**src/rtl/uart_pkg.sv**
```systemverilog
// Shared UART definitions: data width, TX state encoding, UART CON bits.
// UART_TX_PARITY_EN adds the PARITY state (3-bit encoding).
package uart_pkg;

  localparam int UART_DATA_W = 8;

  localparam int TX_BUSY_BIT = 0;
  localparam int TX_DONE_BIT = 1;

`ifdef UART_TX_PARITY_EN
  typedef enum logic [2:0] {
    IDLE   = 3'd0,
    START  = 3'd1,
    DATA   = 3'd2,
    PARITY = 3'd3,
    STOP   = 3'd4
  } uart_state_e;
`else
  typedef enum logic [1:0] {
    IDLE  = 2'd0,
    START = 2'd1,
    DATA  = 2'd2,
    STOP  = 2'd3
  } uart_state_e;
`endif

endpackage

```
**src/rtl/uart_baud_gen.sv**
```systemverilog
// Bit-period counter; bit_tick marks the last cycle of each bit.
// Shared by the TX and RX paths.
module uart_baud_gen #(
  parameter int CLKS_PER_BIT = 10417
) (
  input  logic clk,
  input  logic reset,
  input  logic clr,
  output logic bit_tick
);

  localparam int CW = (CLKS_PER_BIT > 1) ?
                      $clog2(CLKS_PER_BIT) : 1;
  localparam logic [CW-1:0] LAST = CW'(CLKS_PER_BIT - 1);

  logic [CW-1:0] cnt_q;

  always_ff @(posedge clk) begin
    if (reset || clr) begin
      cnt_q <= '0;
    end else if (cnt_q == LAST) begin
      cnt_q <= '0;
    end else begin
      cnt_q <= cnt_q + 1'b1;
    end
  end

  assign bit_tick = (cnt_q == LAST) && !clr;

endmodule

```
**src/rtl/uart_tx.sv**
```systemverilog
// 8N1 UART transmitter for the peripheral bus TXD register.
// Define UART_TX_PARITY_EN to append an even-parity bit (8E1).
module uart_tx
  import uart_pkg::*;
#(
  parameter int CLKS_PER_BIT = 10417
) (
  input  logic                   clk,
  input  logic                   reset,
  input  logic [UART_DATA_W-1:0] tx_data,
  input  logic                   tx_start,
  output logic                   tx_busy,
  output logic                   tx_done,
  output logic                   tx
);

  uart_state_e            state_q, state_d;
  logic [UART_DATA_W-1:0] sh_q, sh_d;
  logic [2:0]             idx_q, idx_d;
  logic                   tx_q, tx_d;
  logic                   done_q, done_d;
  logic                   bit_tick;
`ifdef UART_TX_PARITY_EN
  logic                   par_q, par_d;
`endif

  // Counter held at zero while idle so each frame starts a fresh period
  uart_baud_gen #(
    .CLKS_PER_BIT(CLKS_PER_BIT)
  ) u_baud (
    .clk     (clk),
    .reset   (reset),
    .clr     (state_q == IDLE),
    .bit_tick(bit_tick)
  );

  always_ff @(posedge clk) begin
    if (reset) begin
      state_q <= IDLE;
      sh_q    <= '0;
      idx_q   <= '0;
      tx_q    <= 1'b1;
      done_q  <= 1'b0;
`ifdef UART_TX_PARITY_EN
      par_q   <= 1'b0;
`endif
    end else begin
      state_q <= state_d;
      sh_q    <= sh_d;
      idx_q   <= idx_d;
      tx_q    <= tx_d;
      done_q  <= done_d;
`ifdef UART_TX_PARITY_EN
      par_q   <= par_d;
`endif
    end
  end

  always_comb begin
    state_d = state_q;
    sh_d    = sh_q;
    idx_d   = idx_q;
    tx_d    = tx_q;
    done_d  = 1'b0;
`ifdef UART_TX_PARITY_EN
    par_d   = par_q;
`endif
    unique case (state_q)
      IDLE: begin
        if (tx_start) begin
          state_d = START;
          sh_d    = tx_data;
          idx_d   = '0;
          tx_d    = 1'b0;
`ifdef UART_TX_PARITY_EN
          par_d   = ^tx_data;
`endif
        end
      end
      START: begin
        if (bit_tick) begin
          state_d = DATA;
          tx_d    = sh_q[0];
          sh_d    = sh_q >> 1;
        end
      end
      DATA: begin
        if (bit_tick) begin
          if (idx_q == 3'd7) begin
            idx_d = '0;
`ifdef UART_TX_PARITY_EN
            state_d = PARITY;
            tx_d    = par_q;
`else
            state_d = STOP;
            tx_d    = 1'b1;
`endif
          end else begin
            idx_d = idx_q + 3'd1;
            tx_d  = sh_q[0];
            sh_d  = sh_q >> 1;
          end
        end
      end
`ifdef UART_TX_PARITY_EN
      PARITY: begin
        if (bit_tick) begin
          state_d = STOP;
          tx_d    = 1'b1;
        end
      end
`endif
      STOP: begin
        if (bit_tick) begin
          state_d = IDLE;
          tx_d    = 1'b1;
          done_d  = 1'b1;
        end
      end
`ifdef UART_TX_PARITY_EN
      default: begin
        state_d = IDLE;
        tx_d    = 1'b1;
      end
`endif
    endcase
  end

  assign tx      = tx_q;
  assign tx_done = done_q;
  assign tx_busy = (state_q != IDLE);

endmodule

```
**config.mk**
```make
export PLATFORM = sky130hd
export DESIGN_NAME = uart_tx
export DESIGN_NICKNAME = d
export VERILOG_FILES = /design/src/rtl/uart_pkg.sv /design/src/rtl/uart_baud_gen.sv /design/src/rtl/uart_tx.sv
export SDC_FILE = /design/constraint.sdc
export NUM_CORES = 1
export LEC_CHECK = 0
export CAP_MARGIN = 20
export CORE_MARGIN = 2
export CORE_UTILIZATION = 35
export CTS_CLUSTER_DIAMETER = 40
export DETAILED_ROUTE_END_ITERATION = 10
export PLACE_DENSITY_LB_ADDON = 0.15
export REMOVE_ABC_BUFFERS = 1
export SLEW_MARGIN = 5
export SYNTH_ARGS = -nofsm -noshare
export SYNTH_HDL_FRONTEND = slang
export SYNTH_SLANG_ARGS = --single-unit
export TNS_END_PERCENT = 30
```
**constraint.sdc**
```tcl
create_clock -name clk -period 2.4 [get_ports clk]
set_clock_uncertainty 0.2 [all_clocks]
set_input_delay 0.48 -clock clk [delete_from_list [all_inputs] [get_ports clk]]
set_output_delay 0.48 -clock clk [all_outputs]
set_load 0.005 [all_outputs]
```
==> metrics <==
status finished clean; final WL 3156 um; CTS sink count 29; Die ar. 4940 sq um; gp weighted congestion 0.8789; Synth Area in XOR/XNOR 0.05696; Longest Clk Path Bufs 2; Max Slew Vio Count 0; first-pass GRT wire length 5506 um; Mapped Area 1538 sq um; vias in the first global route 1,230; Reg area 583.1 sq um; multi-input logic area 884.6 sq um; #FFs+latches synth 29; Setup Viol. Count Final 0; DR WL/cell 13.26 um; Setup TNS 0 ns; Worst Setup Path Type flip-flop to output pin; clk root buf clkbuf_8; post-DR vias/cell 5.357; # IOs 14; Die Width 70.29 um; via count 1,275; final non-filler cell total 238; Data arrival, critical path 1.64 ns; clock-pin slew on the worst setup and hold paths 0.06 ns; layout cells sized above 1 0.1075; crit path launch state_q[0]$_SDFFE_PP0P_; Compound-Gate Fraction of Synth Area 0.1790; met2 usage 0.2191; H-tree level count 2; hold slack 0.2598 ns; CP Max Fanout 6; Req. time, crit path 1.72 ns; Tmin final 2.318 ns; CTS tree built; DR iter-0 viols 87; GR Util met1 0.1717; P per Cell Area 1011 nW/um^2; worst vdd ir 0.0003239 V; most frequent cell on the critical path inv_1; global route hottest layer met2; unrepaired setup endpoints after global routing false; core area 4294 sq um; Rel. slew slack 0.6408; Final Hold Violating Endpoints 0; Initial Util 0.3581; adder-cell area share of the yosys netlist 0.08137; All-Layer GR Usage 0.1364; initial antenna violation count 0; filler cell count in the final layout 423; Slowest-stage cell, CP clkdlybuf4s50_1; fmax 431.5 MHz; antenna-violating nets left 0; largest family of logic cells by synthesized area simple AND/OR/NAND/NOR gates; final period utilization 0.9657; Post-Place Cells 230; clock latency on the worst-skew pair 0.28 ns; hold path start sh_q[7]$_SDFFE_PP0P_; Setup crit end kind output pin; sequential fraction of the synthesis area 0.3775; met3 GRT Util 0.03896; I/O Buffers 13; Slew @ Worst Pin 0.5319 ns; FF-to-FF Start u_baud.cnt_q[6]$_SDFF_PP0_; leakage 0.7236 nW; GR Overflow Total 0; Post-Synth Simple-Gate Area 0.2059; First-pass DRT Iterations 4; multiplexer share of the synthesized area 0.05207; Rows 24; Area Overhead vs Synth 19.37%; max incr delay on CP 0.49 ns; Yosys warning total 0; largest net degree at the start of global routing 15; Mapped Avg Cell Area 9.263 sq um; DPL Wire Length 2348 um; Final WS setup 0.08236 ns; CP startpoint kind flip-flop; Yosys cell types 42; Tot Pwr 1.856 mW; CTS Buf Count 5; Min-Delay Path Class flip-flop to flip-flop; cell count after synthesis 166; DP Worst Slack 0.1510 ns; Die Height 70.29 um; diodes inserted 0; Final #Nets 206; post-CTS setup buffers 0; max-cap violation count 0; crit-path cells inv_1 > ha_1 > buf_4 > inv_1 > clkdlybuf4s50_1; DRC violations left 0
==> worst max-delay path: cells and delay by family (launching register included) <==
family | cells | cell delay (ns)
adder cells (fa/ha/maj) | 1 | 0.21
flip-flops | 1 | 0.37
buffers and inverters | 4 | 0.79
==> registers in the layout (all words and copies together), names as in the netlist <==
signal        flops
tx                1
state_q           2
u_baud.cnt_q     14
tx_done           1
idx_q             3
sh_q              8
==> area by class of cell <==
cell class,count,area share
clock buffers,7,0.05249
multi-input cells,122,0.4819
flip-flops and latches,29,0.3177
clock inverters,1,0.002727
inverters,9,0.01840
repair buffers,18,0.09134
well taps,52,0.03545
==> cell usage in the layout (no fill, tap or decap), types with 8 or more instances in the layout <==
cell type | netlist | routed
o211ai_1 | 10 | 10
mux2i_1 | 8 | 8
inv_1 | 8 | 8
ha_1 | 10 | 10
clkdlybuf4s50_1 | 0 | 13
nand3_1 | 8 | 8
dfxtp_1 | 29 | 27
nor2_1 | 16 | 16
==> logic make-up after synthesis <==
family / after synthesis
buffers and inverters: 15
AND/OR/NAND/NOR: 57
multiplexers: 8
AO/OA/AOI/OAI: 37
adder cells (fa/ha/maj): 10
XOR/XNOR: 10
flip-flops: 29
==> path summary, 6_finish.rpt <==
kind | end | slack, ns | depth (start not counted)
setup reg to reg | idx_q[0]$_SDFFE_PP0P_ | 0.23 | 4
setup / recovery | tx_busy | 0.08 | 5
hold reg to reg | sh_q[7]$_SDFFE_PP0P_ | 0.26 | 2
hold / removal | sh_q[7]$_SDFFE_PP0P_ | 0.26 | 2
==> where the power goes <==
group          switching, mW  internal, mW
sequential            0.0556         0.568
clock                  0.184         0.259
combinational          0.417         0.372
total                  0.657          1.20
==> layer usage <==
metal / wire length [um] / vias to the layer above / part of all wire
li1: - / 647 / -
met1: 1482 / 610 / 0.47
met2: 1545 / 16 / 0.49
met3: 115 / 2 / 0.036
met4: 12 / 0 / 0.0038
met5: 0 / - / 0
==> repair_timing <==
action	4_1_cts	5_1_grt
hold buffers	0	0
resized for setup	1	1
setup endpoints to repair	1	1
==> Yosys cell counts, drive strengths merged <==
cell type  instances  area share
and4               1      0.0057
o311ai             1      0.0057
nor3               2      0.0065
nand2              7       0.017
o21bai             1      0.0049
nand3b             1      0.0049
o41a               1      0.0073
nand3              8       0.026
nand2b             2      0.0081
nor2              16       0.039
or4                2       0.012
o211ai            10       0.049
nand4              2      0.0081
buf                4       0.020
clkinv             1      0.0024
ha                10       0.081
a31o               1      0.0057
xnor2              3       0.017
nand4bb            2       0.015
inv                8       0.020
clkbuf             2      0.0049
and3               2      0.0090
o211a              7       0.046
o41ai              1      0.0057
and2               2      0.0081
nor4               4       0.020
a221oi             1      0.0057
nand4b             1      0.0057
xor2               7       0.040
or3                4       0.016
a31oi              1      0.0041
mux2i              8       0.052
o21ai              4       0.013
or2                1      0.0041
o21a               2      0.0098
dfxtp             29        0.38
a21oi              7       0.023
==> metrics by stage <==
| stage | instance area (sq um) | util |
|---|---|---|
| after floorplan | 1499 | - |
| after global placement | 1732 | 0.4033 |
| after detailed placement | 1732 | 0.4033 |
| after CTS | 1834 | 0.4272 |
| after global routing | 1836 | 0.4274 |
| final | 1836 | 0.4274 |
No activity file was read; power rests on OpenSTA's default activity.
